File: src/rtl/mxbus_prefetch.sv
// Instruction prefetch queue between the decoder and the instruction BIU.
// Issues one sequential fetch at a time, queues returned words and supports branch redirect.
module mxbus_prefetch #(
  parameter int                    ADDR_WIDTH = 8,
  parameter int                    DATA_WIDTH = 8,
  parameter int                    DEPTH      = 4,
  parameter logic [ADDR_WIDTH-1:0] RESET_PC   = '0
) (
  input  logic                           clk,
  input  logic                           rst,
  input  logic                           fetch_en,
  input  logic                           flush,
  input  logic [ADDR_WIDTH-1:0]          flush_pc,
  output logic [ADDR_WIDTH-1:0]          insp,
  output logic                           ce_n,
  input  logic [DATA_WIDTH-1:0]          insr,
  input  logic                           valid,
  output logic [DATA_WIDTH-1:0]          ir_data,
  output logic [ADDR_WIDTH-1:0]          ir_addr,
  output logic                           ir_valid,
  input  logic                           ir_ready,
  output logic [$clog2(DEPTH+1)-1:0]     fill_level,
  output logic [1:0]                     dbg_state
);

  localparam int PW = (DEPTH > 1) ? $clog2(DEPTH) : 1;
  localparam int CW = $clog2(DEPTH+1);

  typedef enum logic [1:0] {
    IDLE  = 2'd0,
    REQ   = 2'd1,
    DRAIN = 2'd2
  } state_t;

  state_t                state;
  logic [ADDR_WIDTH-1:0] pc;
  logic [PW-1:0]         rd_ptr;
  logic [PW-1:0]         wr_ptr;
  logic [CW-1:0]         count;
  logic [ADDR_WIDTH-1:0] addr_mem [DEPTH];
  logic [DATA_WIDTH-1:0] data_mem [DEPTH];

  logic push;
  logic pop;
  logic not_full;

  // Decoder handshake: an entry transfers on a rising edge where ir_valid and
  // ir_ready are both high; ir_data/ir_addr hold the head entry while ir_valid is high.
  // Bus handshake: ce_n low with insp stable is held until valid is sampled.
  assign push     = (state == REQ) && valid && !flush;
  assign pop      = (count != '0) && ir_ready && !flush;
  assign not_full = (count < CW'(DEPTH));

  assign ir_valid   = (count != '0);
  assign ir_data    = ir_valid ? data_mem[rd_ptr] : '0;
  assign ir_addr    = ir_valid ? addr_mem[rd_ptr] : '0;
  assign fill_level = count;
  assign dbg_state  = state;

  always_ff @(posedge clk or negedge rst) begin
    if (!rst) begin
      state  <= IDLE;
      pc     <= RESET_PC;
      insp   <= RESET_PC;
      ce_n   <= 1'b1;
      rd_ptr <= '0;
      wr_ptr <= '0;
      count  <= '0;
    end else begin
      case (state)
        IDLE: begin
          if (flush) begin
            pc <= flush_pc;
          end else if (fetch_en && not_full) begin
            ce_n  <= 1'b0;
            insp  <= pc;
            state <= REQ;
          end
        end
        REQ: begin
          if (valid) begin
            ce_n  <= 1'b1;
            state <= IDLE;
            pc    <= flush ? flush_pc : pc + ADDR_WIDTH'(1);
          end else if (flush) begin
            // The bus cycle cannot be aborted; keep requesting and discard the word.
            pc    <= flush_pc;
            state <= DRAIN;
          end
        end
        DRAIN: begin
          if (flush) pc <= flush_pc;
          if (valid) begin
            ce_n  <= 1'b1;
            state <= IDLE;
          end
        end
        default: begin
          ce_n  <= 1'b1;
          state <= IDLE;
        end
      endcase

      if (flush) begin
        rd_ptr <= '0;
        wr_ptr <= '0;
        count  <= '0;
      end else begin
        if (push) wr_ptr <= wr_ptr + PW'(1);
        if (pop)  rd_ptr <= rd_ptr + PW'(1);
        case ({push, pop})
          2'b10:   count <= count + CW'(1);
          2'b01:   count <= count - CW'(1);
          default: count <= count;
        endcase
      end
    end
  end

  // Storage needs no reset: entries are only visible while counted.
  always_ff @(posedge clk) begin
    if (push) begin
      addr_mem[wr_ptr] <= pc;
      data_mem[wr_ptr] <= insr;
    end
  end

endmodule

File: config.mk
export PLATFORM = sky130hd
export DESIGN_NAME = mxbus_prefetch
export DESIGN_NICKNAME = d
export VERILOG_FILES = /design/src/rtl/mxbus_prefetch.sv
export SDC_FILE = /design/constraint.sdc
export NUM_CORES = 1
export LEC_CHECK = 0
export BUFFER_PORTS_ARGS = -buffer_cell sky130_fd_sc_hd__clkbuf_2
export CORE_ASPECT_RATIO = 1.25
export CORE_MARGIN = 5
export CORE_UTILIZATION = 30
export CTS_CLUSTER_DIAMETER = 50
export DETAILED_ROUTE_END_ITERATION = 8
export PLACE_DENSITY_LB_ADDON = 0.2
export SLEW_MARGIN = 10
export SYNTH_ARGS = -nofsm -noshare
export SYNTH_HDL_FRONTEND = slang
export SYNTH_SLANG_ARGS = --single-unit
export TNS_END_PERCENT = 5
File: constraint.sdc
create_clock -name clk -period 2.9 [get_ports clk]
set_input_delay 0.29 -clock clk [delete_from_list [all_inputs] [get_ports clk]]
set_output_delay 0.29 -clock clk [all_outputs]
set_load 0.05 [all_outputs]
# [After elaboration in Yosys (flattened, before gate mapping)]
# Memories as Yosys holds them, arrays and structs flattened.
# Index checks and enable logic that the tools add are counted.
[op_classes] add_sub_neg=5 mux=24 reduce_logical=17 n_lt_le_gt_ge=1 eq_ne=9 n_bitwise=1
[ops] cell="$mux W8" n=5
[ops] cell="$mux W2" n=9
[ops] cell="$pmux W8 S2" n=1
[ops] cell="$add A8 B1 Y8 const B" n=1
[ops] cell="$ne A2 B2 Y1 const B" n=3
[ops] cell="$pmux W2 S3" n=1
[ops] cell="$pmux W3 S2" n=1
[ops] cell="$reduce_and A3 Y1" n=2
[ops] cell="$reduce_bool A2 Y1" n=3
[ops] cell="$reduce_bool A3 Y1" n=2
[ops] cell="$logic_and A1 B1 Y1" n=5
[ops] cell="$mux W1" n=5
[ops] cell="$add A2 B1 Y2 const B" n=2
[ops] cell="$eq A2 B1 Y1 const B" n=2
[ops] cell="$eq A2 B2 Y1 const B" n=2
[ops] cell="$reduce_and A4 Y1" n=1
[ops] cell="$reduce_or A2 Y1" n=2
[ops] cell="$add A3 B1 Y3 const B" n=1
[ops] cell="$lt A3 B3 Y1 const B" n=1
[ops] cell="$mux W3" n=1
[ops] cell="$ne A3 B3 Y1 const B" n=1
[ops] cell="$sub A3 B1 Y3 const B" n=1
[ops] cell="$logic_not A2 Y1" n=1
[ops] cell="$ne A2 B1 Y1 const B" n=1
[ops] cell="other kinds (3)" n=3
[word_totals] out_inout_bits=31 ramBits=64 n_memories=2 regBits=26
[mem_list] name="addr_mem" depth=4 width=8 rd=1 rd_clocked_by_memory_dff=0 write_ports=1 line="40" rtl="logic [ADDR_WIDTH-1:0] addr_mem [DEPTH];"
[mem_list] name="data_mem" depth=4 width=8 rd=1 rd_clocked_by_memory_dff=0 write_ports=1 line="41" rtl="logic [DATA_WIDTH-1:0] data_mem [DEPTH];"

# [Depth between registers and ports, before layout]
# Gate-level depths: netlist of run 1.
[logic_depth] ltp_word=6 depth_mapped=9 ltp_nobuf=8

# [Least setup slack after synthesis of run 1]
# No wires, ideal clock.
[synth_timing] path_type="register to register" from="reg state[1] (netlist: dbg_state[1])" to="reg count[1] (netlist: fill_level[1])" period_less_slack_ps=2428 required_ps=2764 arrival_time_ps=2292 stages_incl_launch_ff=9 path_slack_ps=472 path_cell_list="dfrtp_1 > inv_1 > ha_1 > and2_1 > buf_2 > nor3_1 > fa_1 > a221oi_1 > nor3_1"
[synth_between] elab_chain_cells=6 elab_cells_between_ends=8
[synth_lines] item="start, declared" line="35" rtl="state_t state;"
[synth_lines] item="start signal, assigned" line="62" rtl="state <= IDLE;"
[synth_lines] item="start signal, assigned" line="77" rtl="state <= REQ;"
[synth_lines] item="start signal, assigned" line="83" rtl="state <= IDLE;"
[synth_lines] item="$eq A2 B1 Y1 *" line="50" rtl="assign push = (state == REQ) && valid && !flush;"
[synth_lines] item="$logic_and A1 B1 Y1 * (2 in a row)" line="50"
[synth_lines] item="$eq A2 B1 Y1 / $eq A2 B2 Y1 (equally long branches)" line="111" rtl="case ({push, pop})"
[synth_lines] item="$pmux W3 S2" line="111"
[synth_lines] item="$mux W3" line="104" rtl="if (flush) begin"
[synth_lines] item="end signal, assigned" line="112" rtl="2'b10: count <= count + CW'(1);"
[synth_lines] item="end signal, assigned" line="113" rtl="2'b01: count <= count - CW'(1);"
[synth_lines] item="end signal, assigned" line="114" rtl="default: count <= count;"
[synth_lines] item="end, declared" line="39" rtl="logic [CW-1:0] count;"
# Mark *: on every way between the ends. The rest lies on a longest branch, timed or not.
# A chain may end at the register's enable or synchronous reset.

# [Worst setup path after layout of run 1]
[layout_timing] from="reg rd_ptr[1]" to="out ir_addr[5]"
[layout_between] elab_chain_cells=2
[layout_lines] item="start, declared" line="37" rtl="logic [PW-1:0] rd_ptr;"
[layout_lines] item="start signal, assigned" line="110" rtl="if (pop) rd_ptr <= rd_ptr + PW'(1);"
[layout_lines] item="$mem_v2 Z4 W8"
[layout_lines] item="$mux W8" line="56" rtl="assign ir_addr = ir_valid ? addr_mem[rd_ptr] : '0;"
[layout_lines] item="end, declared" line="19" rtl="output logic [ADDR_WIDTH-1:0] ir_addr,"
# Every way passes these cells.

==> flow_metrics.py, run 1 <==
metrics = {
    "timing": {
        "slew_headroom_pct": 53.8,
        "worstMarginPinSlew_ns": 0.694,
        "fmax_mhz": 433,
        "finalMaxSlewViolations": 0,
        "fin_crit_sh_pct": 79.6,
        "min_period_ns": 2.31,
        "setup_viol": 0,
        "grt_setup_unrepaired": "false",
        "finalHoldViolCount": 15,
        "fin_skew_ns": 0.00758,
        "final.setup.tns_ns": 0,
        "whs_ns": -0.00666,
    },
    "power_and_ir_drop": {
        "p_int_mw": 2.96,
        "pwr-share-comb_pct": 39.3,
        "switchingPower_mw": 1.99,
        "fin_total_pwr_mw": 4.95,
        "powerDensity_nw_per_um2": 1040,
        "ir_drop_mv": 0.456,
        "p_leak_nw": 1.82,
        "seq_power_share_pct": 35.7,
        "power_frac_clock_pct": 25.0,
        "p_sw_share_pct": 40.3,
    },
    "clocking": {
        "insertion_delay_ns": 0.33,
        "h-tree-depth": 3,
        "clk_path_buf_depth": 2,
        "cts_made_buffers": 9,
        "post_cts_resized": 0,
        "clk_transition_reported_paths_ns": 0.06,
        "cts_tree": "yes",
        "post-cts-setup-buffers": 0,
        "root_buffer": "clkbuf_16",
        "clkSinkCount": 90,
        "cts_hold_buf": 0,
    },
    "global_route": {
        "grt_max_degree": 27,
        "grt_pass1_vias": 2397,
        "busiest_layer": "met2",
        "grtUsageMet2_pct": 17.4,
        "grt_antenna_before_repair": 0,
        "grt_use_total_pct": 10.7,
        "grt.met1_usage_pct": 14.0,
        "grt_overflow_total": 0,
        "grt_pass1_wl_mm": 13.0,
        "gr-usage-met3_pct": 2.31,
    },
    "critical_path": {
        "crit_buf_inv": 2,
        "end_kind": "primary output",
        "critPathArrivalTime_ns": 2.02,
        "cp_slowest_stage_delay_ns": 0.65,
        "start_kind": "register",
        "crit_chain": "buf_4, mux4_2, and2_1, clkbuf_2",
        "critPathKind": "reg2out",
        "crit_family": "flip-flops",
        "required_ns": 2.61,
        "cp_max_fo": 10,
        "cp_slowest_cell": "dfrtp_1",
    },
    "place": {
        "hpwl_mm": 5.37,
        "place_congestion": 0.745,
        "port-buffer-count": 52,
        "dpl.cell_count": 472,
    },
    "synth": {
        "ys_ff_latch": 90,
        "syn_area_um2": 3980,
        "synth_nets": 285,
        "synth_cells": 253,
        "synth_edf_count": 64,
        "ys_seq_area_share_pct": 64.7,
        "synth_top_flop_cell": "edfxtp_1",
        "synth_cell_types": 45,
        "synth.avg_cell_area_um2": 15.7,
        "async_reset_ff_share_pct": 28.9,
        "synth_warnings": 0,
    },
    "final_layout": {
        "final_cells": 488,
        "fillCellCount": 1275,
        "fin_util_pct": 36.2,
        "mostFrequentLayoutCell": "edfxtp_1",
        "drive_gt1_share_pct": 33.4,
        "n_antenna_cell": 0,
        "nets": 344,
        "final_cell_mix": "edfxtp_1, clkbuf_2, dfrtp_1",
        "area_growth_pct": 19.6,
    },
    "drt": {
        "vias": 2290,
        "viasPerCell": 4.69,
        "drt-initial-drc-count": 111,
        "wirelength_mm": 8.09,
        "drc": 0,
        "routedWlPerCell_um": 16.6,
        "ant_nets": 0,
        "dr.pass1.iters": 4,
    },
    "status": {
        "status": "finished with violations",
        "violations": "hold timing",
    },
    "die": {
        "io_pins": 53,
        "die_h_um": 139,
        "rows": 47,
        "die_w_um": 113,
        "initial_core_util_pct": 30.3,
        "dieArea_um2": 15700,
        "fp.coreArea_um2": 13100,
    },
    "worst_hold_path": {
        "hold_path_class": "in2async",
    },
    "job": {
        "cap_violations": 0,
    },
}
[cell usage after synthesis, drive strengths merged (2+ instances only)]
library cell | instances | area share [%]
a21oi | 6 | 0.76
a221oi | 2 | 0.44
a22oi | 2 | 0.38
a31oi | 2 | 0.31
and2 | 17 | 2.7
and3 | 6 | 0.94
buf | 8 | 1.4
clkbuf | 3 | 0.28
dfrtp | 25 | 16
edfxtp | 64 | 48
ha | 9 | 2.8
inv | 9 | 0.85
mux2 | 9 | 3.3
mux2i | 4 | 1.0
mux4 | 16 | 9.1
nand2 | 10 | 0.94
nand3 | 8 | 1.0
nor2 | 14 | 1.7
nor3 | 6 | 0.76
o21ai | 6 | 0.76
o22ai | 5 | 0.79
or4 | 2 | 0.38
xnor2 | 2 | 0.44
xor2 | 3 | 0.66
[logic make-up (layout without fill, tap and decap cells)]
group / count (synthesis) / in the layout / synth area share [%]
compound gates: 27 / 27 / 4.50
simple gates: 71 / 71 / 10.3
xor+xnor: 5 / 5 / 1.10
buf+inv: 21 / 85 / 2.61
fa+ha+maj: 10 / 10 / 3.34
mux: 29 / 29 / 13.4
flops: 90 / 90 / 64.7
[worst reg2reg max path, delay by kind of cell, from the launching register on]
kind	cells	cell delay (ns)
AO/OA/AOI/OAI	1	0.31
adder cells (fa/ha/maj)	2	0.64
buffers and inverters	1	0.11
flip-flops	1	0.41
AND/OR/NAND/NOR	4	0.74
[flip-flops by register name, indices dropped and copies added, names as in the netlist]
signal,cells
wr_ptr,2
rd_ptr,2
fill_level,3
data_mem,32
addr_mem,32
dbg_state,2
ce_n,1
insp,8
pc,8
[path summary, 6_finish.rpt]
path	start	to	slack, ns	cells past startpoint
max in group asynchronous	rst	wr_ptr[0]	2.46	1
min	rst	dbg_state[0]	-0.007	1
max reg2reg	dbg_state[1]	fill_level[2]	0.59	8
min in group clk	insr[6]	data_mem[1][6]	0.18	1
max	rd_ptr[1]	ir_addr[5]	0.59	4
min reg2reg	ce_n	ce_n	0.50	2
[metrics by stage]
stage | setup slack (ns) | area (um2) | hold slack [ns]
floorplan | 0.472 | 3980 | -0.00559
global placement | 0.713 | 4440 | 0.372
detailed placement | 0.602 | 4440 | 0.377
CTS | 0.543 | 4750 | 0.00860
global route | 0.407 | 4750 | 0.0484
finish | 0.591 | 4750 | -0.00666
[power by group through the flow]
| stage | clock [mW] | sequential [mW] | combinational (mW) |
|---|---|---|---|
| 6_report | 1.24 | 1.77 | 1.95 |
| 4_1_cts | 1.28 | 1.77 | 1.98 |
| 5_1_grt | 1.33 | 1.80 | 2.10 |
| 3_3_place_gp | 0 | 1.78 | 1.97 |
| 3_5_place_dp | 0 | 1.79 | 1.98 |
| 2_1_floorplan | 0 | 2.05 | 1.26 |
[cell type report]
type	instances	area [um2]	area share, %
sequential	90	2570	54.1
multi-input combinational	142	1300	27.3
timing repair buffer	59	313	6.58
clock buffer	10	229	4.82
tap	171	214	4.50
clock inverter	6	88.8	1.87
inverter	10	37.5	0.790
[per-layer routing]
metal	vias up	wire length, um	share of wire, %
met1	1148	3730	46
li1	1080	-	-
met5	-	0	0
met3	10	310	3.8
met4	0	113	1.4
met2	52	3940	49
Power figures use the tool's default switching activity.
==> inputs of run 2 (changes only) <==
- clock period: 2.9 -> 2.2 ns (I/O delays scaled with it)
==> run 2 against run 1 <==
  * The run now ends clean
  * Via count grew 0.44%
  * Clock skew shrank 0.00086 ns
  * Die area is the same
  * Critical path depth is the same
  * Critical path type unchanged
  * Largest cell class unchanged
==> flow_metrics.py, run 2 (synthesis gave the netlist of run 1 again) <==
metrics = {
    "status": {
        "status": "complete, no violations",
    },
    "drt": {
        "drc": 0,
        "wirelength_mm": 8.14,
        "ant_nets": 0,
        "routedWlPerCell_um": 16.3,
        "drt-initial-drc-count": 110,
        "vias": 2300,
        "viasPerCell": 4.62,
        "dr.pass1.iters": 4,
    },
    "global_route": {
        "grt_pass1_vias": 2520,
        "grt_pass1_wl_mm": 13.4,
        "grt_use_total_pct": 10.9,
        "grt_antenna_before_repair": 0,
        "grt_max_degree": 27,
        "grt_overflow_total": 0,
    },
    "critical_path": {
        "critPathArrivalTime_ns": 1.88,
        "critPathKind": "reg2out",
        "cp_max_fo": 7,
        "required_ns": 1.98,
        "end_kind": "primary output",
        "start_kind": "register",
    },
    "clocking": {
        "h-tree-depth": 3,
        "root_buffer": "clkbuf_16",
        "clk_path_buf_depth": 2,
        "cts_tree": "yes",
        "insertion_delay_ns": 0.33,
        "cts_made_buffers": 9,
        "clkSinkCount": 90,
        "clk_transition_reported_paths_ns": 0.06,
    },
    "place": {
        "dpl.cell_count": 476,
        "port-buffer-count": 52,
        "hpwl_mm": 5.40,
        "place_congestion": 0.718,
        "dp_slack_ns": 0.207,
    },
    "timing": {
        "min_period_ns": 2.10,
        "fin_crit_sh_pct": 95.3,
        "fmax_mhz": 477,
        "whs_ns": 0.107,
        "setup_viol": 0,
        "finalHoldViolCount": 0,
        "worstMarginPinSlew_ns": 0.689,
        "final.setup.tns_ns": 0,
        "finalMaxSlewViolations": 0,
        "grt_setup_unrepaired": "false",
        "fin_skew_ns": 0.00671,
        "slew_headroom_pct": 54.0,
        "finalWorstSetupSlack_ns": 0.104,
    },
    "die": {
        "initial_core_util_pct": 30.3,
        "fp.coreArea_um2": 13100,
        "dieArea_um2": 15700,
        "die_w_um": 113,
        "rows": 47,
        "io_pins": 53,
        "die_h_um": 139,
    },
    "power_and_ir_drop": {
        "ir_drop_mv": 0.538,
        "p_leak_nw": 1.87,
        "fin_total_pwr_mw": 6.53,
        "powerDensity_nw_per_um2": 1350,
    },
    "final_layout": {
        "final_cells": 498,
        "fillCellCount": 1235,
        "area_growth_pct": 21.9,
        "final_cell_mix": "edfxtp_1, clkbuf_2, dfrtp_1",
        "n_antenna_cell": 0,
        "mostFrequentLayoutCell": "edfxtp_1",
        "nets": 354,
        "drive_gt1_share_pct": 35.8,
        "reg_top3": "addr_mem x32, data_mem x32",
    },
    "job": {
        "cap_violations": 0,
    },
    "worst_hold_path": {
        "hold_path_class": "in2reg",
    },
}
## run 2: cell types whose count changed in the layout (fill, tap and decap cells not counted), moves of 2 or more
cell / change
dfrtp_1: -3
clkbuf_1: +2
buf_12: +2
dfrtp_2: +3
clkinv_2: +2
buf_4: +6
## run 2: worst max-delay path: stages, from the launching register on
cell       delay [ns]
dfrtp_2          0.45
clkbuf_16        0.20
mux4_2           0.49
and2_1           0.17
clkbuf_2         0.23
## run 2: layout make-up
class	instances	area (um2)	area share, %
flip-flops and latches	90	2580	53.2
multi-input cells	142	1300	26.9
repair buffers	69	433	8.94
clock buffers	12	236	4.88
well taps	171	214	4.42
clock inverters	4	43.8	0.904
inverters	10	37.5	0.775
## run 2: final timing paths
| path | from | endpoint | slack [ns] | depth (start not counted) |
|---|---|---|---|---|
| setup / recovery | rd_ptr[0] | ir_data[3] | 0.10 | 4 |
| hold / removal | insr[2] | data_mem[0][2] | 0.11 | 1 |
| setup reg to reg | dbg_state[1] | fill_level[2] | 0.21 | 8 |
| hold reg to reg | ce_n | ce_n | 0.52 | 2 |
| max in group asynchronous | rst | dbg_state[0] | 1.25 | 2 |
| min in group asynchronous | rst | insp[4] | 0.46 | 2 |
## run 2: metal layers
layer | global-route usage (%) | up-vias | part of all wire, %
li1 | - | 1098 | -
met1 | 14.5 | 1149 | 46
met2 | 17.1 | 43 | 49
met3 | 3.06 | 10 | 3.8
met4 | 4.18 | 0 | 1.5
met5 | 0 | - | 0
## run 2: what timing repair did
action,CTS,global route
setup endpoints to repair,3,16
cloned,0,1
hold buffers,1,0
resized for setup,1,2
buffers inserted,0,4
hold endpoints to repair,25,0
## run 2: where the power goes
group / switching (mW) / total, mW / internal, mW
logic: 1.78 / 2.73 / 0.952
clock network: 0.590 / 1.46 / 0.873
registers: 0.243 / 2.34 / 2.09
## run 2: through the flow
stage / utilization [%] / instance area [um2]
after global placement: 34.3 / 4490
final: 36.9 / 4840
after detailed placement: 34.3 / 4490
after global routing: 36.9 / 4840
after floorplan: - / 3980
after CTS: 36.5 / 4780
